==> src/rtl/hazard_ctrl.sv <==
// Pipeline hazard controller: operand forwarding, load-use/branch stall and flush,
// data-memory wait handling with a timeout ERROR state, and saturating stall/flush counters.
module hazard_ctrl #(
  parameter int TIMEOUT = 255
) (
  input  logic        clk,
  input  logic        reset,
  input  logic        Match_1E_M,
  input  logic        Match_1E_W,
  input  logic        Match_2E_M,
  input  logic        Match_2E_W,
  input  logic        Match_12D_E,
  input  logic        RegWriteM,
  input  logic        RegWriteW,
  input  logic        MemtoRegE,
  input  logic        PcSrcD,
  input  logic        PcSrcE,
  input  logic        PcSrcM,
  input  logic        PcSrcW,
  input  logic        BranchTakenE,
  input  logic        MemReqM,
  input  logic        MemReadyM,
  output logic        weF,
  output logic        weD,
  output logic        weE,
  output logic        weM,
  output logic        clrD,
  output logic        clrE,
  output logic        clrW,
  output logic [1:0]  ForwardAE,
  output logic [1:0]  ForwardBE,
  output logic        MemErr,
  output logic [15:0] StallCount,
  output logic [15:0] FlushCount
);

  localparam int WAIT_W = ($clog2(TIMEOUT) > 8) ? $clog2(TIMEOUT) : 8;

  typedef enum logic {RUN, ERROR} state_t;

  state_t              state_reg, state_next;
  logic [WAIT_W-1:0]   wait_reg, wait_next;
  logic [15:0]         stall_reg, flush_reg;
  logic                ldrstall, pcpend, memwait;

  assign ldrstall = Match_12D_E & MemtoRegE;
  assign pcpend   = PcSrcD | PcSrcE | PcSrcM;
  assign memwait  = MemReqM & ~MemReadyM;

  // Forwarding is state-independent; the M stage holds the younger result so it wins.
  always_comb begin
    ForwardAE = 2'b00;
    ForwardBE = 2'b00;
    if (!reset) begin
      if (Match_1E_M & RegWriteM)      ForwardAE = 2'b10;
      else if (Match_1E_W & RegWriteW) ForwardAE = 2'b01;
      if (Match_2E_M & RegWriteM)      ForwardBE = 2'b10;
      else if (Match_2E_W & RegWriteW) ForwardBE = 2'b01;
    end
  end

  always_comb begin
    state_next = state_reg;
    wait_next  = wait_reg;
    weF    = 1'b1;
    weD    = 1'b1;
    weE    = 1'b1;
    weM    = 1'b1;
    clrD   = 1'b0;
    clrE   = 1'b0;
    clrW   = 1'b0;
    MemErr = 1'b0;
    case (state_reg)
      RUN: begin
        if (memwait) begin
          // Freeze the whole pipe and bubble W so a stalled M result is not retired twice.
          weF  = 1'b0;
          weD  = 1'b0;
          weE  = 1'b0;
          weM  = 1'b0;
          clrW = 1'b1;
          wait_next = wait_reg + 1'b1;
          if (wait_reg == WAIT_W'(TIMEOUT - 1)) state_next = ERROR;
        end else begin
          weF  = ~(ldrstall | pcpend);
          weD  = ~ldrstall;
          clrD = pcpend | PcSrcW | BranchTakenE;
          clrE = ldrstall | BranchTakenE;
          wait_next = '0;
        end
      end
      ERROR: begin
        weF    = 1'b0;
        weD    = 1'b0;
        weE    = 1'b0;
        weM    = 1'b0;
        clrD   = 1'b1;
        clrE   = 1'b1;
        clrW   = 1'b1;
        MemErr = 1'b1;
      end
      default: state_next = RUN;
    endcase
    if (reset) begin
      weF    = 1'b1;
      weD    = 1'b1;
      weE    = 1'b1;
      weM    = 1'b1;
      clrD   = 1'b1;
      clrE   = 1'b1;
      clrW   = 1'b1;
      MemErr = 1'b0;
    end
  end

  always_ff @(posedge clk) begin
    if (reset) begin
      state_reg <= RUN;
      wait_reg  <= '0;
      stall_reg <= '0;
      flush_reg <= '0;
    end else begin
      state_reg <= state_next;
      wait_reg  <= wait_next;
      if (!weF && stall_reg != 16'hFFFF)            stall_reg <= stall_reg + 16'd1;
      if ((clrD | clrE) && flush_reg != 16'hFFFF)   flush_reg <= flush_reg + 16'd1;
    end
  end

  assign StallCount = stall_reg;
  assign FlushCount = flush_reg;

endmodule

==> config.mk <==
export PLATFORM = sky130hd
export DESIGN_NAME = hazard_ctrl
export DESIGN_NICKNAME = d
export VERILOG_FILES = /design/src/rtl/hazard_ctrl.sv
export SDC_FILE = /design/constraint.sdc
export NUM_CORES = 1
export LEC_CHECK = 0
export BUFFER_PORTS_ARGS = -buffer_cell sky130_fd_sc_hd__buf_4
export CAP_MARGIN = 30
export CORE_MARGIN = 3
export CORE_UTILIZATION = 30
export DETAILED_ROUTE_END_ITERATION = 6
export SYNTH_ARGS = -nofsm -noshare
export SYNTH_HDL_FRONTEND = slang
export SYNTH_SLANG_ARGS = --single-unit
==> constraint.sdc <==
create_clock -name clk -period 1.6 [get_ports clk]
set_input_delay 0.16 -clock clk [delete_from_list [all_inputs] [get_ports clk]]
set_output_delay 0.16 -clock clk [all_outputs]
set_load 0.03 [all_outputs]
==> summary.md <==
| Metric | Value |
|---|---|
| Fill cells | `~660` |
| Failing checks | `negative setup slack` |
| PortBufs | `60` |
| Drt wl/cell | `13.1 um` |
| Synth cell count leaders | `41 x dfxtp_1, 31 x nor2_1, 18 x a21oi_1, 18 x nand2_1, 14 x xnor2_1` |
| Synthesized area | `2200 um^2` |
| Synthesized instance count | `260` |
| Fin. Hold Viols | `0` |
| Avg Inst Size Synth | `8.46 um^2` |
| Tot GR Track Use | `14.3%` |
| Fraction of layout cells with a size suffix above 1 | `53.0%` |
| Vias in the first global route | `2246` |
| DR DRC count | `0` |
| Placed insts | `approximately 460` |
| Commonest register cell after synthesis | `dfxtp_1` |
| Post-synth ARST share | `0%` |
| Router iterations before antenna repair | `4` |
| CTS sink count | `41` |
| Achievable Freq | `a little over 600 MHz` |
| Worst-path clk slew | `0.09 ns` |
| Tightest Hold Check Type | `input pin to flop` |
| Die width | `between 90 and 100 um` |
| TritonCTS buffer count | `5` |
| Setup violators final | `3` |
| Die area | `8390 um^2` |
| Area leader, netlist | `dfxtp_1` |
| Arr. time, crit path | `1.78 ns` |
| Syn_nets | `between 200 and 300` |
| Critical path required time | `1.77 ns` |
| Final Core Density | `between 50% and 60%` |
| R2R Setup Slk | `-0.003 ns` |
| Initial Util | `31.7%` |
| Routed Wire Length | `roughly 6300 um` |
| Final critical-path share of the clock period | `100%` |
| Setup WS post-layout | `-0.00327 ns` |
| Seq/Total Area, Yosys | `a little under two fifths` |
| Synth top area share | `37.3%` |
| Remaining global-route overflow | `0` |
| Clk_lat worst skew | `0.29 ns` |
| H-tree lvl count | `2` |
| Vert. Die Dim | `91.6 um` |
| Area Overhead vs Synth | `64.4%` |
| Min Tclk post-route | `1.60 ns` |
| Most frequent cell after synthesis | `dfxtp_1` |
| Cells along the critical path | `ha_4 > nand4_1 > or4_4 > o21ai_4 > buf_6 > or3_4 > a21oi_2` |
| DR vias | `2322` |
| Status | `finished with violations` |
| Final cell count without fillers | `around 480` |
| Crit start category | `flop` |
| Pwr Total | `~2.2 mW` |
| Core area | `6940 um^2` |
| Diode count | `0` |
| Critical path class | `flop to flop` |
| Site Rows | `30` |
| Hold Startpoint | `reset` |
| Leak Pwr | `roughly 1.5 nW` |
| Yosys reg bits | `between 40 and 50` |
| Slew HR | `between 70 and 80%` |
| Pin count of the biggest net entering global routing | `19` |
| Hpwl dp | `4600 um` |
| GP Congestion | `roughly 0.87` |
| Routed vias/inst | `4.87` |
| Final Max Tran Viols | `0` |
| RSZ-0062 raised after global routing | `true` |
| Yosys warnings | `0` |
| Starting DRT DRC Count | `63` |
| Post-route ant nets | `0` |
| Critical path's largest stage delay | `between 0.4 and 0.5 ns` |
| Initial antenna violation count | `0` |
| First-pass GRT wire length | `about 10000 um` |
| Post-synth cell types | `47` |
| Max cap viols | `0` |
| Worst VDD drop | `between 0.3 and 0.4 mV` |
| CP Max Fanout | `7` |
| Post-synth EDFFs | `0` |
| Crit-path slowest cell | `or4_4` |
| Clock tree buffer depth | `2` |
| CTS tree | `yes` |
| Power per cell area | `about 600 nW/um^2` |
| Clock root buffer | `clkbuf_8` |
| Final net count | `~400` |
| CTS Hold Buffers Added | `0` |
| Top cells by area, synth | `dfxtp_1 37%, xnor2_1 5.6%, nor2_1 5.3%, a21oi_1 4.1%, mux2i_1 3.2%` |
| Reg2Reg Launch Point | `FlushCount[0]$_SDFFE_PP0P_` |
| # IOs | `61` |
| Critical Path Start | `FlushCount[0]$_SDFFE_PP0P_` |
| CP endpoint kind | `flop` |
| Dpl ws | `-0.0513 ns` |
| Least-Margin Pin Slew | `between 0.3 and 0.4 ns` |
| Final clock skew | `around 0.012 ns` |
==> where the power goes <==
part | switching (mW) | internal (mW) | total, mW
Sequential | 0.0170 | 1.01 | 1.03
Combinational | 0.188 | 0.147 | 0.336
Clock | 0.385 | 0.446 | 0.831
==> per-layer routing <==
layer / part of all wire [%] / routed length, um / vias to the layer above / track usage, %
met4: 1.3 / 84 / 0 / 4.77
met3: 5.4 / 339 / 9 / 3.56
met1: 45 / 2820 / 1078 / 17.4
met5: 0 / 0 / - / 0
met2: 48 / 3010 / 59 / 24.5
li1: - / - / 1176 / -
==> kinds of logic after synthesis <==
logic type	after synthesis	share of synthesized area, %
buffers and inverters	15	3.47
AOI/OAI and AO/OA	47	13.4
DFF	41	37.3
adders and majority gates	4	2.28
muxes	8	3.87
and+or+nand+nor	127	32.5
xor gates and xnor gates	18	7.17
==> area by class of cell <==
cell class | count | area (um^2) | share of cell area [%]
clock buffers | 7 | 108 | 2.98
repair buffers | 123 | 931 | 25.8
well taps | 96 | 120 | 3.32
flip-flops and latches | 41 | 905 | 25.0
inverters | 5 | 18.8 | 0.519
multi-input cells | 204 | 1530 | 42.2
clock inverters | 1 | 6.26 | 0.173
==> critical path: cells and delay by family (launching register included) <==
family	cells	cell delay (ns)
adders and majority gates	1	0.13
AOI/OAI and AO/OA	2	0.12
DFF	1	0.37
and+or+nand+nor	3	0.71
buffers and inverters	1	0.16
==> cell usage in the layout, fill, tap and decap left out, types with 3 or more instances in the layout <==
| cell | n |
|---|---|
| dfxtp_2 | 10 |
| nor3_1 | 5 |
| nand2_1 | 17 |
| nor2_1 | 30 |
| or3_1 | 9 |
| nand4_1 | 10 |
| o21ai_0 | 5 |
| xor2_1 | 4 |
| nor4_2 | 3 |
| mux2i_1 | 7 |
| nand3_2 | 3 |
| o21ai_1 | 4 |
| dfxtp_4 | 19 |
| xnor2_1 | 13 |
| inv_1 | 5 |
| nor2b_1 | 4 |
| a21oi_1 | 14 |
| clkbuf_8 | 6 |
| a21oi_2 | 4 |
| nand2b_1 | 7 |
| buf_4 | 121 |
| nand3_1 | 10 |
| dfxtp_1 | 12 |
| and3_1 | 7 |
| a31o_2 | 3 |
==> path summary, 6_finish.rpt <==
kind	cells after the start	endpoint
worst max-delay path	7	FlushCount[3]$_SDFFE_PP0P_
worst max register to register	7	FlushCount[3]$_SDFFE_PP0P_
worst min register to register	2	wait_reg[7]$_SDFFE_PP0N_
worst min-delay path	3	state_reg$_SDFF_PP0_
==> timing repair <==
item	CTS	global route
gates resized for setup	6	37
pin swaps	5	15
buffers inserted	0	6
setup endpoints to repair	12	33
==> stage by stage <==
| stage | setup TNS [ns] | hold slack (ns) | cell area [um^2] |
|---|---|---|---|
| floorplan | -0.351 | 0.454 | 2320 |
| global placement | -0.106 | 0.468 | 3260 |
| detailed placement | -0.261 | 0.483 | 3260 |
| CTS | -0.0311 | 0.189 | 3390 |
| global route | -0.624 | 0.211 | 3610 |
| finish | -0.00608 | 0.205 | 3610 |
Note: power is estimated with default switching activity, not from simulation.
